--- config.mk ---
export PLATFORM = sky130hd
export DESIGN_NAME = pop_cycle_sequencer
export DESIGN_NICKNAME = d
export VERILOG_FILES = /design/src/rtl/pop_cycle_sequencer.sv
export SDC_FILE = /design/constraint.sdc
export NUM_CORES = 1
export LEC_CHECK = 0
export ABC_AREA = 1
export CORE_ASPECT_RATIO = 1.5
export CORE_MARGIN = 2
export CORE_UTILIZATION = 55
export DETAILED_ROUTE_END_ITERATION = 7
export PLACE_DENSITY = 0.75
export SYNTH_ARGS = -nofsm -noshare
export SYNTH_HDL_FRONTEND = slang
export SYNTH_SLANG_ARGS = --single-unit
--- constraint.sdc ---
create_clock -name clock_2_5M -period 7.5 [get_ports clock_2_5M]
set_input_delay 1.5 -clock clock_2_5M [delete_from_list [all_inputs] [get_ports clock_2_5M]]
set_output_delay 1.5 -clock clock_2_5M [all_outputs]
set_load 0.02 [all_outputs]
--- src/rtl/pop_cycle_sequencer.sv ---
// Pulsed-optical-pumping cycle sequencer: pump, Ramsey MW pair, probe with sample window.
// All gates are registered from the next-state decode so they change on the same edge as the state.
module pop_cycle_sequencer #(
  parameter int PUMP_TICKS   = 1000,
  parameter int DEAD_TICKS   = 250,
  parameter int MW_TICKS     = 750,
  parameter int RAMSEY_TICKS = 12500,
  parameter int PROBE_TICKS  = 1250,
  parameter int SAMPLE_DELAY = 125,
  parameter int SAMPLE_TICKS = 1000,
  parameter int CNT_W        = 16
) (
  input  logic             clock_2_5M,
  input  logic             reset_n,
  input  logic             enable,
  output logic             pump,
  output logic             probe,
  output logic             MW,
  output logic             sample,
  output logic             cycle_start,
  output logic             busy,
  output logic [2:0]       phase,
  output logic [CNT_W-1:0] cycle_count
);

  function automatic int max2(input int a, input int b);
    return (a > b) ? a : b;
  endfunction

  localparam int MAX_TICKS = max2(max2(max2(PUMP_TICKS, DEAD_TICKS), max2(MW_TICKS, RAMSEY_TICKS)),
                                  PROBE_TICKS);
  localparam int TW = $clog2(MAX_TICKS + 1);

  // Sample window expressed in down-counter values: probe tick t has counter PROBE_TICKS-1-t.
  localparam int SAMPLE_HI_CNT = PROBE_TICKS - 1 - SAMPLE_DELAY;
  localparam int SAMPLE_LO_CNT = PROBE_TICKS - SAMPLE_DELAY - SAMPLE_TICKS;

  typedef enum logic [2:0] {
    IDLE   = 3'd0,
    PUMP   = 3'd1,
    DEAD1  = 3'd2,
    MW1    = 3'd3,
    RAMSEY = 3'd4,
    MW2    = 3'd5,
    DEAD2  = 3'd6,
    PROBE  = 3'd7
  } state_t;

  state_t        state, state_d;
  logic [TW-1:0] tick, tick_d;
  logic          start_d;
  logic          pump_d, mw_d, probe_d, sample_d;

  function automatic logic [TW-1:0] last_tick(input state_t s);
    case (s)
      PUMP:        return TW'(PUMP_TICKS - 1);
      DEAD1:       return TW'(DEAD_TICKS - 1);
      MW1:         return TW'(MW_TICKS - 1);
      RAMSEY:      return TW'(RAMSEY_TICKS - 1);
      MW2:         return TW'(MW_TICKS - 1);
      DEAD2:       return TW'(DEAD_TICKS - 1);
      PROBE:       return TW'(PROBE_TICKS - 1);
      default:     return '0;
    endcase
  endfunction

  // Next state and next tick value. enable only matters in IDLE and on the last PROBE tick.
  always_comb begin
    state_d = state;
    tick_d  = tick;
    start_d = 1'b0;
    if (state == IDLE) begin
      if (enable) begin
        state_d = PUMP;
        start_d = 1'b1;
      end
    end else if (tick != '0) begin
      tick_d = tick - TW'(1);
    end else begin
      case (state)
        PUMP:    state_d = DEAD1;
        DEAD1:   state_d = MW1;
        MW1:     state_d = RAMSEY;
        RAMSEY:  state_d = MW2;
        MW2:     state_d = DEAD2;
        DEAD2:   state_d = PROBE;
        PROBE: begin
          state_d = enable ? PUMP : IDLE;
          start_d = enable;
        end
        default: state_d = IDLE;
      endcase
    end
    if ((state_d != state) || start_d) begin
      tick_d = last_tick(state_d);
    end
  end

  always_comb begin
    pump_d   = (state_d == PUMP);
    mw_d     = (state_d == MW1) || (state_d == MW2);
    probe_d  = (state_d == PROBE);
    sample_d = probe_d && (int'(tick_d) <= SAMPLE_HI_CNT) && (int'(tick_d) >= SAMPLE_LO_CNT);
  end

  always_ff @(posedge clock_2_5M or negedge reset_n) begin
    if (!reset_n) begin
      state       <= IDLE;
      tick        <= '0;
      pump        <= 1'b0;
      MW          <= 1'b0;
      probe       <= 1'b0;
      sample      <= 1'b0;
      cycle_start <= 1'b0;
      busy        <= 1'b0;
      phase       <= 3'd0;
      cycle_count <= '0;
    end else begin
      state       <= state_d;
      tick        <= tick_d;
      pump        <= pump_d;
      MW          <= mw_d;
      probe       <= probe_d;
      sample      <= sample_d;
      cycle_start <= start_d;
      busy        <= (state_d != IDLE);
      phase       <= state_d;
      if (start_d) begin
        cycle_count <= cycle_count + CNT_W'(1);
      end
    end
  end

endmodule

* Word level (Yosys, flattened, before mapping)
Index checks and enable logic that the tools add are counted.
** Storage, ports and cells
- Memories kept :: 0
- Bits in registers :: 39
- Bits of input ports :: 3
- Bits in writable memories :: 0
- Bits in read-only memories :: 0
- Bits in latches :: 0
** Operators by class
- Shift operators :: 0
- Multiply operators :: 0
- Add/sub/neg operators :: 2
- Bitwise logic cells :: 0
- Muxes and demuxes :: 13
- Reductions and logical operators :: 9
- Eq/ne operators :: 15
- Magnitude comparators :: 2
- Div/mod/pow operators :: 0
** Operators with widths (count)
- $pmux W14 S5 :: 1
- $mux W14 :: 3
- $eq A3 B3 Y1 const B :: 8
- $pmux W3 S7 :: 1
- $add A16 B1 Y16 const B :: 1
- $ge A14 B7 Y1 const B :: 1
- $le A14 B11 Y1 const B :: 1
- $reduce_bool A14 Y1 :: 1
- $sub A14 B1 Y14 const B :: 1
- $eq A3 B2 Y1 const B :: 4
- $mux W3 :: 3
- $eq A3 B1 Y1 const B :: 2
- $mux W1 :: 5
- $reduce_or A2 Y1 :: 2
- $logic_not A3 Y1 :: 1
- $ne A3 B3 Y1 :: 1
- $reduce_bool A3 Y1 :: 1
- $logic_and A1 B1 Y1 :: 2
- $logic_or A1 B1 Y1 :: 2

* Longest topological paths before layout
- Word-level depth :: 11
- Gate-level depth with buffers :: 21
- Gate-level depth less buffers :: 20

* Worst setup path before layout
No wires, ideal clock.
- Path type :: input port to flip-flop
- Start point :: in enable
- End point :: reg cycle_count[15]
- Library setup time :: 128 ps
- Arrival :: 2867 ps
- Stages on the path :: 10
- Path buffers :: 0
- Slack :: 4505 ps
- Cells stage by stage :: nand3_1 -> nand3b_2 -> nand2_4 -> nand4_1 -> nor2_2 -> and3_1 -> nand3_2 -> nor2_1 -> nand4_1 -> xnor2_1
** On the way
- Word-level cells in the longest chain between the ends :: 3
- Elaborated cells between the ends (all ways) :: 4
- Those cells by class :: mux (4)
** RTL lines
- from (decl) :: line 15 : input logic enable,
- $mux W1 :: line 80 : case (state)
- $mux W1 :: line 77 : end else if (tick != '0) begin
- $mux W1 * :: line 72 : if (state == IDLE) begin
- net start_d :: line 51 : logic start_d;
- to (signal assigned) :: line 129 : cycle_count <= cycle_count + CNT_W'(1);
- to (decl) :: line 23 : output logic [CNT_W-1:0] cycle_count
Mark *: on every way through the listed nets, which the timed path passes. The rest lies on a longest branch.
A chain may end at the register's enable or synchronous reset.

* Final worst setup path
- Start point :: in enable
- End point :: reg sample
** On the way
- Elaborated cells between the ends (all ways) :: 26
- Those cells by class :: order compare (2); eq/ne (8); mux (11); reduce/logical (5)
** RTL lines
- $mux W1 :: line 80
- $mux W1 :: line 77
- $mux W1 * :: line 72
- net start_d :: line 51
- $logic_or A1 B1 Y1 * :: line 94 : if ((state_d != state) || start_d) begin
- $mux W14 * :: line 94
- $le A14 B11 Y1 :: line 103 : sample_d = probe_d && (int'(tick_d) <= SAMPLE_HI_CNT) && (int'(tick_d) >= SAMPLE_LO_CNT);
- $logic_and A1 B1 Y1 :: line 103
- $logic_and A1 B1 Y1 * :: line 103
- net sample_d :: line 52 : logic pump_d, mw_d, probe_d, sample_d;
- to (signal assigned) :: line 124 : sample <= sample_d;
- to (decl) :: line 19 : output logic sample,
Marked as above.

==> impl_metrics.tcl <==
set metrics [dict create \
    place_area_um2 3022 \
    cts_setup_buffers 0 \
    min_to "cycle_count[15]" \
    ir_drop_v 0.00008884 \
    r2r_slack_ns 4.56 \
    rr_endpoint "sample" \
    cts_tree "built" \
    numClockSinks 39 \
    synthCells 354 \
    ys_warn_count 0 \
    grt.overflow.total 0 \
    dpl_worst_slack_ns 3.722 \
    fin_tns_setup_ns 0 \
    start_kind "input pin" \
    worst_slew_pin_slew_ns 0.8594 \
    cp.required_ns 7.72 \
    end_kind "flip-flop" \
    path_cells "clkdlybuf4s50_1, nand3_1, nand3b_2, nand2_4, a21oi_1, nand3_1, nor2_4, nand2_1, a21oi_1, nand2_1, nor2_1, nand2_1, a21oi_2" \
    htreeDepth 2 \
    crit_buf_inv 1 \
    wl_met1_mm 2.321 \
    grt_pass1_vias 2167 \
    n_antenna_cell 0 \
    rsz0062_at_grt "false" \
    final_common_cell "nand2_1" \
    multi_input_area_um2 1551 \
    cp_top_family "simple AND/OR/NAND/NOR gates" \
    synth.distinct_cells 35 \
    cpMaxStageDelayCell "clkdlybuf4s50_1" \
    slew_violations 0 \
    period_needed_ns 3.514 \
    synth_area_per_cell_um2 7.620 \
    routedWlPerCell_um 12.99 \
    fill_cells 441 \
    ant_nets 0 \
    cp.depth 13 \
    synthTopCellsByArea "dfrtp_1, nand2_1, nor2_1, xor2_1, nand3_1" \
    die-width_um 61.18 \
    cp_common_cell "nand2_1" \
    finalWorstSetupSlack_ns 3.986 \
    r2r_cells 18 \
    post_cts_resized 0 \
    cts_buffers 5 \
    drc 0 \
    vias 2344 \
    totalPowerFinal_w 0.0003569 \
    cts_buffer_depth 2 \
    cp_max_fo 13 \
    path_class "input pin to flip-flop" \
    fin_crit_sh_pct 46.85 \
    skew_ns 0.008111 \
    grt_pass1_wl_mm 9.694 \
    vias_per_cell 5.197 \
    max_stage_delay_ns 0.47 \
    final-seq-area_um2 975.9 \
    dr_wl_met2_mm 3.201 \
    synth_area_um2 2698 \
    clk_latency_ns 0.29 \
    track_usage_pct 23.05 \
    initialDrtViolationCount 121 \
    crit-reg2reg-launch "state[0]" \
    die_y_um 89.78 \
    postCtsHoldBufs 0 \
    power.leakage_nw 1.668 \
    arrival_ns 3.73 \
    status "finished clean" \
    highest_layer "met4" \
    slew_headroom_pct 42.70 \
    final_nets 394 \
    die_area_um2 5492 \
    post-route-cell-area_um2 3109 \
    synth_top_cell_area_share_pct 36.18 \
    fp-row-count 31 \
    numPortBuffers 27 \
    gp_congestion 0.8868 \
    max_clock_freq_mhz 284.6 \
    ios 28 \
    wl_mm 5.857 \
    grt_antenna_before_repair 0 \
    wl_met3_um 205 \
    clkTransAtPathRegs_ns 0.07 \
    power_per_cell_area_nw_per_um2 114.8 \
    hpwl_mm 4.720 \
    yosys.area.top_type "dfrtp_1" \
    holdWs_ns 0.4679 \
    dr.pass1.iters 5 \
    hold-path-cell-count 1 \
    hold_start "cycle_count[15]" \
    finalSetupViolCount 0 \
    ys_ff_latch 39 \
    mostFrequentLayoutCells "nand2_1, nor2_1, dfrtp_1, nand3_1" \
    grt_max_degree 40 \
    drv_cap 0 \
    start_util_pct 56.54 \
    finalHoldViolations 0 \
    ys_seq_area_share_pct 36.18 \
    area_growth_pct 15.26 \
    core-area_um2 4771 \
    cts-root-buf "clkbuf_8" \
    syn_nets 363 \
    drive_above_1_share_pct 18.18 \
    min_path_type "flip-flop to flip-flop" \
]
## Yosys cell counts
master    count
buf_6         1
inv_2        12
nand3b_2      1
clkinv_1      1
a21oi_2       1
nand3_4       2
a21oi_1       7
nand3_2       3
nand4_1       3
ha_1          6
nand2_4       4
nor2_2        8
nand4_2       3
nor2_4        6
nor2_8        2
o21ai_2       3
nand2_2      15
nand3_1      29
o21a_1        1
and3_1        1
and2_1        1
nand2_1      97
inv_1        26
xor2_1       18
o21ai_0       7
buf_4         1
nor3_1        2
nor2_1       42
nand3b_1      2
dfrtp_1      39
nor3b_2       1
xnor2_1       5
or2_2         1
o21ai_1       2
buf_2         1
## kinds of logic (layout without fill, tap and decap cells)
logic type	after synthesis	in the layout	synth area share, %
and+or+nand+nor	223	223	42.72
buffers and inverters	42	73	6.307
DFF	39	39	36.18
xor gates and xnor gates	23	23	7.467
AOI/OAI and AO/OA	21	21	4.546
adders and majority gates	6	6	2.783
## layer usage
| metal | vias to the layer above | track usage [%] |
|---|---|---|
| met4 | 0 | 6.884 |
| met1 | 1108 | 28.36 |
| li1 | 1171 | - |
| met5 | - | 0 |
| met2 | 54 | 39.54 |
| met3 | 11 | 3.885 |
## registers in the layout, indices dropped and copies added (netlist names)
signal,count
pump,1
busy,1
tick,14
cycle_count,16
state,3
MW,1
probe,1
cycle_start,1
sample,1
## worst max-delay path by stage
stage / from / end / slack, ns
2_1_floorplan: enable / cycle_count[15] / 4.50
3_3_place_gp: enable / cycle_count[15] / 3.79
3_5_place_dp: enable / sample / 3.72
4_1_cts: enable / sample / 4.02
5_1_grt: enable / sample / 3.83
6_report: enable / sample / 3.99
## per-stage QoR
stage               util [%]  std cells
finish                 65.17        451
global route           65.17        451
CTS                    65.17        451
detailed placement     63.34        444
global placement       63.34        444
floorplan                  -        354
## area by class of cell
| type | instances | share of cell area, % |
|---|---|---|
| timing repair buffer | 27 | 8.531 |
| inverter | 39 | 4.708 |
| clock buffer | 6 | 2.656 |
| tap | 66 | 2.656 |
| sequential | 39 | 31.39 |
| clock inverter | 1 | 0.1610 |
| multi-input combinational | 273 | 49.90 |
## power breakdown
group	internal [W]	total, W	switching (W)
logic	0.000000722	0.00000503	0.00000431
clock network	0.0000721	0.000142	0.0000696
registers	0.000210	0.000210	0
No activity file was read; power rests on OpenSTA's default activity.
